[src/rtl/fetch_sequencer.sv]
// fetch_sequencer: boot-loads the instruction memory, then sequences the PC through it.
module fetch_sequencer #(
    parameter int A  = 6,
    parameter int W  = 8,
    parameter int CW = 16
) (
    input  logic          CLK,
    input  logic          Reset,
    input  logic          Load_start,
    input  logic          Load_valid,
    input  logic          Load_last,
    input  logic [W-1:0]  Load_data,
    input  logic          Start,
    input  logic [A-1:0]  Start_addr,
    input  logic          Stall,
    input  logic          Branch_en,
    input  logic          Branch_rel,
    input  logic [A-1:0]  Target,
    input  logic          Halt,
    output logic          write_enable,
    output logic [A-1:0]  InstAddress,
    output logic [W-1:0]  InputData,
    output logic          Instr_valid,
    output logic          Load_done,
    output logic          Done,
    output logic [CW-1:0] Instr_count
);
    typedef enum logic [1:0] {IDLE, LOAD, RUN, HALTED} state_t;
    state_t       state;
    logic [A-1:0] pc, ptr;
    logic [CW-1:0] cnt_inc;
    assign cnt_inc = Instr_count + CW'(Instr_count != '1);
    // The write strobe is gated by Reset so an aborted load never writes.
    assign write_enable = (state == LOAD) && Load_valid && !Reset;
    assign InstAddress  = (state == LOAD) ? ptr : pc;
    assign InputData    = (state == LOAD) ? Load_data : '0;
    assign Instr_valid  = (state == RUN) && !Stall;
    assign Done         = (state == HALTED);
    always_ff @(posedge CLK) begin
        if (Reset) begin
            state       <= IDLE;
            pc          <= '0;
            ptr         <= '0;
            Instr_count <= '0;
            Load_done   <= 1'b0;
        end else begin
            Load_done <= 1'b0;
            case (state)
                IDLE: begin
                    if (Load_start) begin
                        state <= LOAD;
                        ptr   <= '0;
                    end else if (Start) begin
                        state       <= RUN;
                        pc          <= Start_addr;
                        Instr_count <= '0;
                    end
                end
                LOAD: begin
                    if (Load_valid) begin
                        ptr <= ptr + 1'b1;
                        // A write at the top address ends the load; the pointer is never reused after wrapping.
                        if (Load_last || ptr == '1) begin
                            state     <= IDLE;
                            Load_done <= 1'b1;
                        end
                    end
                end
                RUN: begin
                    if (!Stall) begin
                        Instr_count <= cnt_inc;
                        if (Halt) state <= HALTED;
                        else pc <= Branch_en ? (Branch_rel ? pc + Target : Target) : pc + 1'b1;
                    end
                end
                HALTED: begin
                    if (Start) begin
                        state       <= RUN;
                        pc          <= Start_addr;
                        Instr_count <= '0;
                    end
                end
                default: state <= IDLE;
            endcase
        end
    end
endmodule

[config.mk]
export PLATFORM = sky130hd
export DESIGN_NAME = fetch_sequencer
export DESIGN_NICKNAME = d
export VERILOG_FILES = /design/src/rtl/fetch_sequencer.sv
export SDC_FILE = /design/constraint.sdc
export NUM_CORES = 1
export LEC_CHECK = 0
export BUFFER_PORTS_ARGS = -buffer_cell sky130_fd_sc_hd__buf_2
export CORE_MARGIN = 4
export CORE_UTILIZATION = 52
export CTS_CLUSTER_SIZE = 10
export DETAILED_ROUTE_END_ITERATION = 10
export GPL_TIMING_DRIVEN = 0
export PLACE_DENSITY_LB_ADDON = 0.2
export SLEW_MARGIN = 10
export SYNTH_ARGS = -nofsm -noshare
export SYNTH_HDL_FRONTEND = slang
export SYNTH_SLANG_ARGS = --single-unit
[constraint.sdc]
create_clock -name CLK -period 2.6 [get_ports CLK]
set_input_delay 0.78 -clock CLK [delete_from_list [all_inputs] [get_ports CLK]]
set_output_delay 0.78 -clock CLK [all_outputs]
set_load 0.05 [all_outputs]
==> metrics, run 1 <==
outcome completed; placed cells 371; critical path type reg -> out; vias after detailed routing 2149; power density over the cells 505.6 nW/um^2; initial drt markers between 70 and 80; dpl ws -0.002240 ns; CP Capture Type output pin; Die Footprint 5216 sq um; Port-buffer cells 63; hold crit path type reg -> reg; wire length of the first global-routing pass a little over 8 mm; RSZ-0062 raised after global routing false; Hold Vio Cnt, Final 0; first-pass iteration count of the detailed router 4; Core ar. roughly 4000 sq um; antenna viol nets, final 0; Vias/cell around 5.7; Post-synth top flop dfxtp_1; final worst slack around 0.10 ns; Root Buffer clkbuf_8; number of enable flip-flop cells after synthesis 0; Finished Layout Cells roughly 380; synthesized area per cell 8.312 sq um; grt ovf 0; share of cells above drive strength 1 between 20 and 30%; post-synthesis register bit count 31; busiest grt layer met2; ant diodes 0; GRT met2 Usage roughly a third; hpwl dp 3.942 mm; Total Power 1.366 mW; CTS clock-pin slew for the worst setup and hold paths about 0.07 ns; CTS Buf Count 5; worst endpoint data arrival time between 1.5 and 2 ns; met1 Use GR a little under a quarter; max-slew violation count 0; max-cap violation count 0; DRC errors left 0; wire length per cell 13.25 microns; Final period util a little over nine tenths; Critical Path Fanout Max 10; gpl congestion 0.8320; Final Net Count roughly 370; Max-Slew Margin vs Limit between 70% and 80%; initial core utilization 53.61%; Area Growth Syn to Fin 26.02%; setup TNS 0 ns; cell row count 23; vias in the first global route just under 2000; critical path's largest stage delay between 0.4 and 0.5 ns; Syn Inst Count approximately 260; Worst Skew 0.006457 ns; Seq/Total Area, Yosys around 29%; most common cell after layout, fill and taps aside buf_2; post-synth cell types 53; CTS tree done; Buf/Inv on CP 3; Least-Margin Pin Slew approximately 0.43 ns; final setup fails 0; pin count of the biggest net entering global routing 11; I/O Pins 64; antenna violations before repair 0; fmax between 400 and 500 MHz; cells along the critical path buf_2 > nand2b_1 > clkbuf_2 > nor2_1 > clkbuf_4; M3 GR Usage 6.510%; Mapped Area around 2100 sq um; Max VDD drop approximately 270 uV; Die Wd a little over 70 microns; CTS Buffer Depth 2; syn_nets just under 300; Startpoint Class flop; Ys Warns 0; Synth async-reset ratio 0%; Post-Route WL between 5 and 6 mm; Worst EP required 1.82 ns; Crit path max-delay family buffers and inverters; GRT Util Overall 20.03%; worst skew pair latency just under 0.3 ns; Die Span Y around 72 microns; final core occ 67.56%; Clock Sinks 31; cts hold-fix bufs 0; commonest non-fill, non-tap cells in the layout buf_2, dfxtp_1, nor2_1; Tmin final approximately 2.5 ns; Max H-tree Level 2; slowest CP cell dfxtp_1; Leak Pwr between 1 and 1.5 nW
-- what timing repair did --
action | 4_1_cts | 5_1_grt
buffers inserted | 0 | 1
endpoints found under the setup margin | 16 | 15
pin swaps | 0 | 0
gates resized for setup | 14 | 12
-- path summary, 6_finish.rpt --
| kind | start | endpoint | slack (ns) | cells after the start |
|---|---|---|---|---|
| worst max-delay path | state[1] | Instr_valid | 0.10 | 5 |
| worst min-delay path | Instr_count[15] | Instr_count[15] | 0.50 | 2 |
| worst max register to register | Instr_count[4] | Instr_count[6] | 0.39 | 9 |
| worst min register to register | Instr_count[15] | Instr_count[15] | 0.50 | 2 |
-- stage by stage --
step | instance area (sq um) | hold slack (ns)
global placement | 2522 | 0.4806
floorplan | 2145 | 0.4949
finish | 2703 | 0.5001
CTS | 2671 | 0.5032
global route | 2703 | 0.5248
detailed placement | 2522 | 0.4931
-- Yosys cell counts (all sizes together) (3+ instances only) --
master	count	area (sq um)
a211oi	9	67.56
a21oi	19	95.09
and2	12	75.07
and3	5	36.28
buf	6	32.53
clkbuf	8	30.03
dfxtp	31	620.6
ha	9	112.6
inv	7	26.28
mux2	7	78.83
mux2i	4	40.04
nand2	11	41.29
nand2b	3	18.77
nand3	6	30.03
nor2	29	108.9
nor2b	6	37.54
nor3	3	15.01
o2111ai	6	52.55
o211ai	4	35.03
o21ai	15	75.07
o31ai	4	30.03
or3	8	51.30
xnor2	3	26.28
xor2	11	96.34
-- cell families (layout without fill, tap and decap cells) --
logic type	Yosys count	in the layout	synth area share (%)
xor+xnor	14	14	5.718
fa+ha+maj	10	10	6.184
flops	31	31	28.94
mux	11	11	5.543
compound gates	77	77	24.68
simple gates	94	94	24.80
buf+inv	21	92	4.143
-- flip-flops by register name, summed over array words and instances, names as in the netlist --
| signal | count |
|---|---|
| Instr_count | 16 |
| pc | 6 |
| ptr | 6 |
| state | 2 |
| Load_done | 1 |
-- final cells by class --
class                   count  area, sq um
multi-input cells         206         1435
well taps                  50        62.56
flip-flops and latches     31        621.8
clock buffers               6        82.58
repair buffers             64        372.9
clock inverters             2        35.03
inverters                   7        26.28
plain buffers              13        66.31
fillers                   367         1297
-- metal layers --
metal  wire [microns]  up-vias
met4               87        0
li1                 -     1098
met5                0        -
met3              409        8
met1             2120      976
met2             2403       67
-- tightest hold or removal path, delay by kind of cell (launching register included) --
family	cells	cell delay, ns
flip-flops	1	0.33
AO/OA/AOI/OAI	2	0.12
-- report_power, final --
part | switching, mW | internal, mW
sequential | 0.0220 | 0.490
clock | 0.189 | 0.310
combinational | 0.215 | 0.141
(Power assumes the default switching activity.)
==> inputs of run 2 (changes only) <==
--- a/config.mk
+++ b/config.mk
@@ -7,7 +7,7 @@
 export LEC_CHECK = 0
 export BUFFER_PORTS_ARGS = -buffer_cell sky130_fd_sc_hd__buf_2
 export CORE_MARGIN = 4
-export CORE_UTILIZATION = 52
+export CORE_UTILIZATION = 30
 export CTS_CLUSTER_SIZE = 10
 export DETAILED_ROUTE_END_ITERATION = 10
 export GPL_TIMING_DRIVEN = 0
==> constraint.sdc (replaced) <==
create_clock -name CLK -period 2.6 [get_ports CLK]
set_input_delay 0.52 -clock CLK [delete_from_list [all_inputs] [get_ports CLK]]
set_output_delay 0.52 -clock CLK [all_outputs]
set_load 0.05 [all_outputs]
==> run 2 against run 1 <==
Net effect:
- sequential share of layout area rose by 0.071 points
- utilization fell by 28 points
- first-iteration DRC count fell by 7.9%
- critical path depth rose by 2
==> metrics, run 2 (same netlist as run 1, synthesis figures left out) <==
ant diodes 0 (unchanged); RSZ-0062 raised after global routing false (unchanged); Die Wd 92.55 microns (was 72.22 microns); Tmin final 2.406 ns (was 2.496 ns); cell row count 30 (was 23); critical path type reg -> out (unchanged); antenna violations before repair 0 (unchanged); Max H-tree Level 2 (unchanged); cells along the critical path buf_2 > nor2b_1 > buf_2 > clkbuf_2 > nand2_1 > o21ai_0 > clkbuf_4 (was buf_2 > nand2b_1 > clkbuf_2 > nor2_1 > clkbuf_4); Most flops, register Instr_count (unchanged); initial drt markers 70 (was 76); CTS tree done (unchanged); biggest regs Instr_count: 16 flops, pc: 6 flops, ptr: 6 flops (unchanged); power density over the cells 477.1 nW/um^2 (was 505.6 nW/um^2); Root Buffer clkbuf_8 (unchanged); Least-Margin Pin Slew 0.4667 ns (was 0.4333 ns); DRC errors left 0 (unchanged); wire length per cell 13.05 microns (was 13.25 microns); final setup fails 0 (unchanged); CTS clock-pin slew for the worst setup and hold paths 0.07 ns (about the same); share of cells above drive strength 1 28.57% (was 29.18%); Worst Skew 0.008122 ns (was 0.006457 ns); vias after detailed routing 2143 (was 2149); Die Footprint 8566 sq um (was 5216 sq um); outcome completed (unchanged); clock share of power 33.1% (was 36.5%); Port-buffer cells 63 (unchanged); Vias/cell 5.042 (was 5.670); critical path's largest stage delay 0.41 ns (was 0.44 ns); Hold Vio Cnt, Final 0 (unchanged); worst skew pair latency 0.29 ns (about the same); hpwl dp 4.383 mm (was 3.942 mm); Top cell by count, worst path buf_2; Sw Share 33.06% (was 31.11%); wire length of the first global-routing pass 9.025 mm (was 8.286 mm); Post-Route WL 5.545 mm (was 5.021 mm); I/O Pins 64 (unchanged); fmax 415.7 MHz (was 400.7 MHz); Final period util 92.52% (was 95.98%); pin count of the biggest net entering global routing 11 (unchanged); Critical Path Fanout Max 10 (unchanged); max-cap violation count 0 (unchanged); CTS Buf Count 5 (unchanged); gpl congestion 0.7978 (was 0.8320); worst endpoint data arrival time 1.89 ns (was 1.72 ns); Core ar. 6869 sq um (was 4000 sq um); Leak Pwr 1.172 nW (was 1.192 nW); worst hold slack 0.5011 ns (was 0.5001 ns); hold crit path type reg -> reg (unchanged); Internal Pwr Total 858.8 uW (was 941.3 uW); Area Growth Syn to Fin 25.38% (was 26.02%); CTS Buffer Depth 2 (unchanged); Max-Slew Margin vs Limit 68.89% (was 71.12%); slowest CP cell dfxtp_1 (unchanged); commonest non-fill, non-tap cells in the layout buf_2, dfxtp_1, nor2_1 (unchanged); sequential cell fraction of total power 39.7% (was 37.5%); Startpoint Class flop (unchanged); vias in the first global route 1922 (was 1924); Max VDD drop 338.2 uV (was 266.4 uV); antenna viol nets, final 0 (unchanged); Comb pwr share 27.1% (was 26.0%); Final Net Count 368 (unchanged); Worst EP required 2.08 ns (was 1.82 ns); setup TNS 0 ns (unchanged); Largest register FFs 16 (unchanged); most common cell after layout, fill and taps aside buf_2 (unchanged); GRT Util Overall 13.08% (was 20.03%); NetSw 424.1 uW (was 425.1 uW); initial core utilization 31.22% (was 53.61%); setup bufs post-CTS 0 (unchanged); first-pass iteration count of the detailed router 4 (unchanged); Clock Sinks 31 (unchanged); CP Capture Type output pin (unchanged); grt ovf 0 (unchanged); Die Span Y 92.55 microns (was 72.22 microns); max-slew violation count 0 (unchanged)
[run 2: changes by cell type in the layout (fill, tap and decap cells not counted), moves of 2 or more]
cell | before | now
buf_2 | 56 | 68
buf_4 | 6 | 1
buf_6 | 6 | 0
clkbuf_4 | 3 | 1
[run 2: power groups by stage]
stage | clock [mW] | combinational [mW] | sequential [mW]
3_5_place_dp | 0 | 0.349 | 0.521
2_1_floorplan | 0 | 0.251 | 0.522
4_1_cts | 0.447 | 0.350 | 0.510
6_report | 0.425 | 0.348 | 0.510
5_1_grt | 0.464 | 0.386 | 0.512
3_3_place_gp | 0 | 0.345 | 0.521
[run 2: timing repair]
action | in CTS | in global routing
resized for setup | 1 | 4
hold buffers | 0 | 0
gates cloned | 0 | 0
endpoints found under the setup margin | 9 | 9
[run 2: layer usage]
layer	share of wire (%)	wire, microns	track usage, %
met5	0	0	0
met4	0.74	41	2.599
met3	6.9	381	4.387
met2	46	2555	20.85
met1	46	2567	17.21
[run 2: worst max-delay path, delay by kind of cell (launching register included)]
family                 cells  cell delay (ns)
AOI/OAI and AO/OA          1             0.07
buffers and inverters      4             0.90
DFF                        1             0.41
and+or+nand+nor            2             0.21
[run 2: stage by stage]
step / instance area, sq um / setup slack [ns] / total power [mW] / std cells / util (%)
after floorplan: 2145 / 0.008451 / 0.7737 / 258 / -
after detailed placement: 2580 / 0.2653 / 0.8698 / 417 / 37.56
after global placement: 2580 / 0.2799 / 0.8654 / 417 / 37.56
after CTS: 2685 / 0.03258 / 1.307 / 425 / 39.09
after global routing: 2689 / 0.0009508 / 1.362 / 425 / 39.14
final: 2689 / 0.1944 / 1.283 / 425 / 39.14
[run 2: final cells by class]
class / instances / area [sq um]
Clock buffer: 7 / 96.34
Sequential cell: 31 / 620.6
Multi-Input combinational cell: 206 / 1435
Clock inverter: 1 / 7.507
Buffer: 14 / 65.06
Inverter: 7 / 26.28
Timing Repair Buffer: 63 / 317.8
Tap cell: 96 / 120.1
Fill cell: 739 / 4180
[run 2: worst paths after layout]
path	start	to	slack [ns]	depth (start not counted)
max	state[0]	InstAddress[1]	0.19	7
min	Instr_count[15]	Instr_count[15]	0.50	2
max reg2reg	Instr_count[4]	Instr_count[12]	0.42	9
min reg2reg	Instr_count[15]	Instr_count[15]	0.50	2
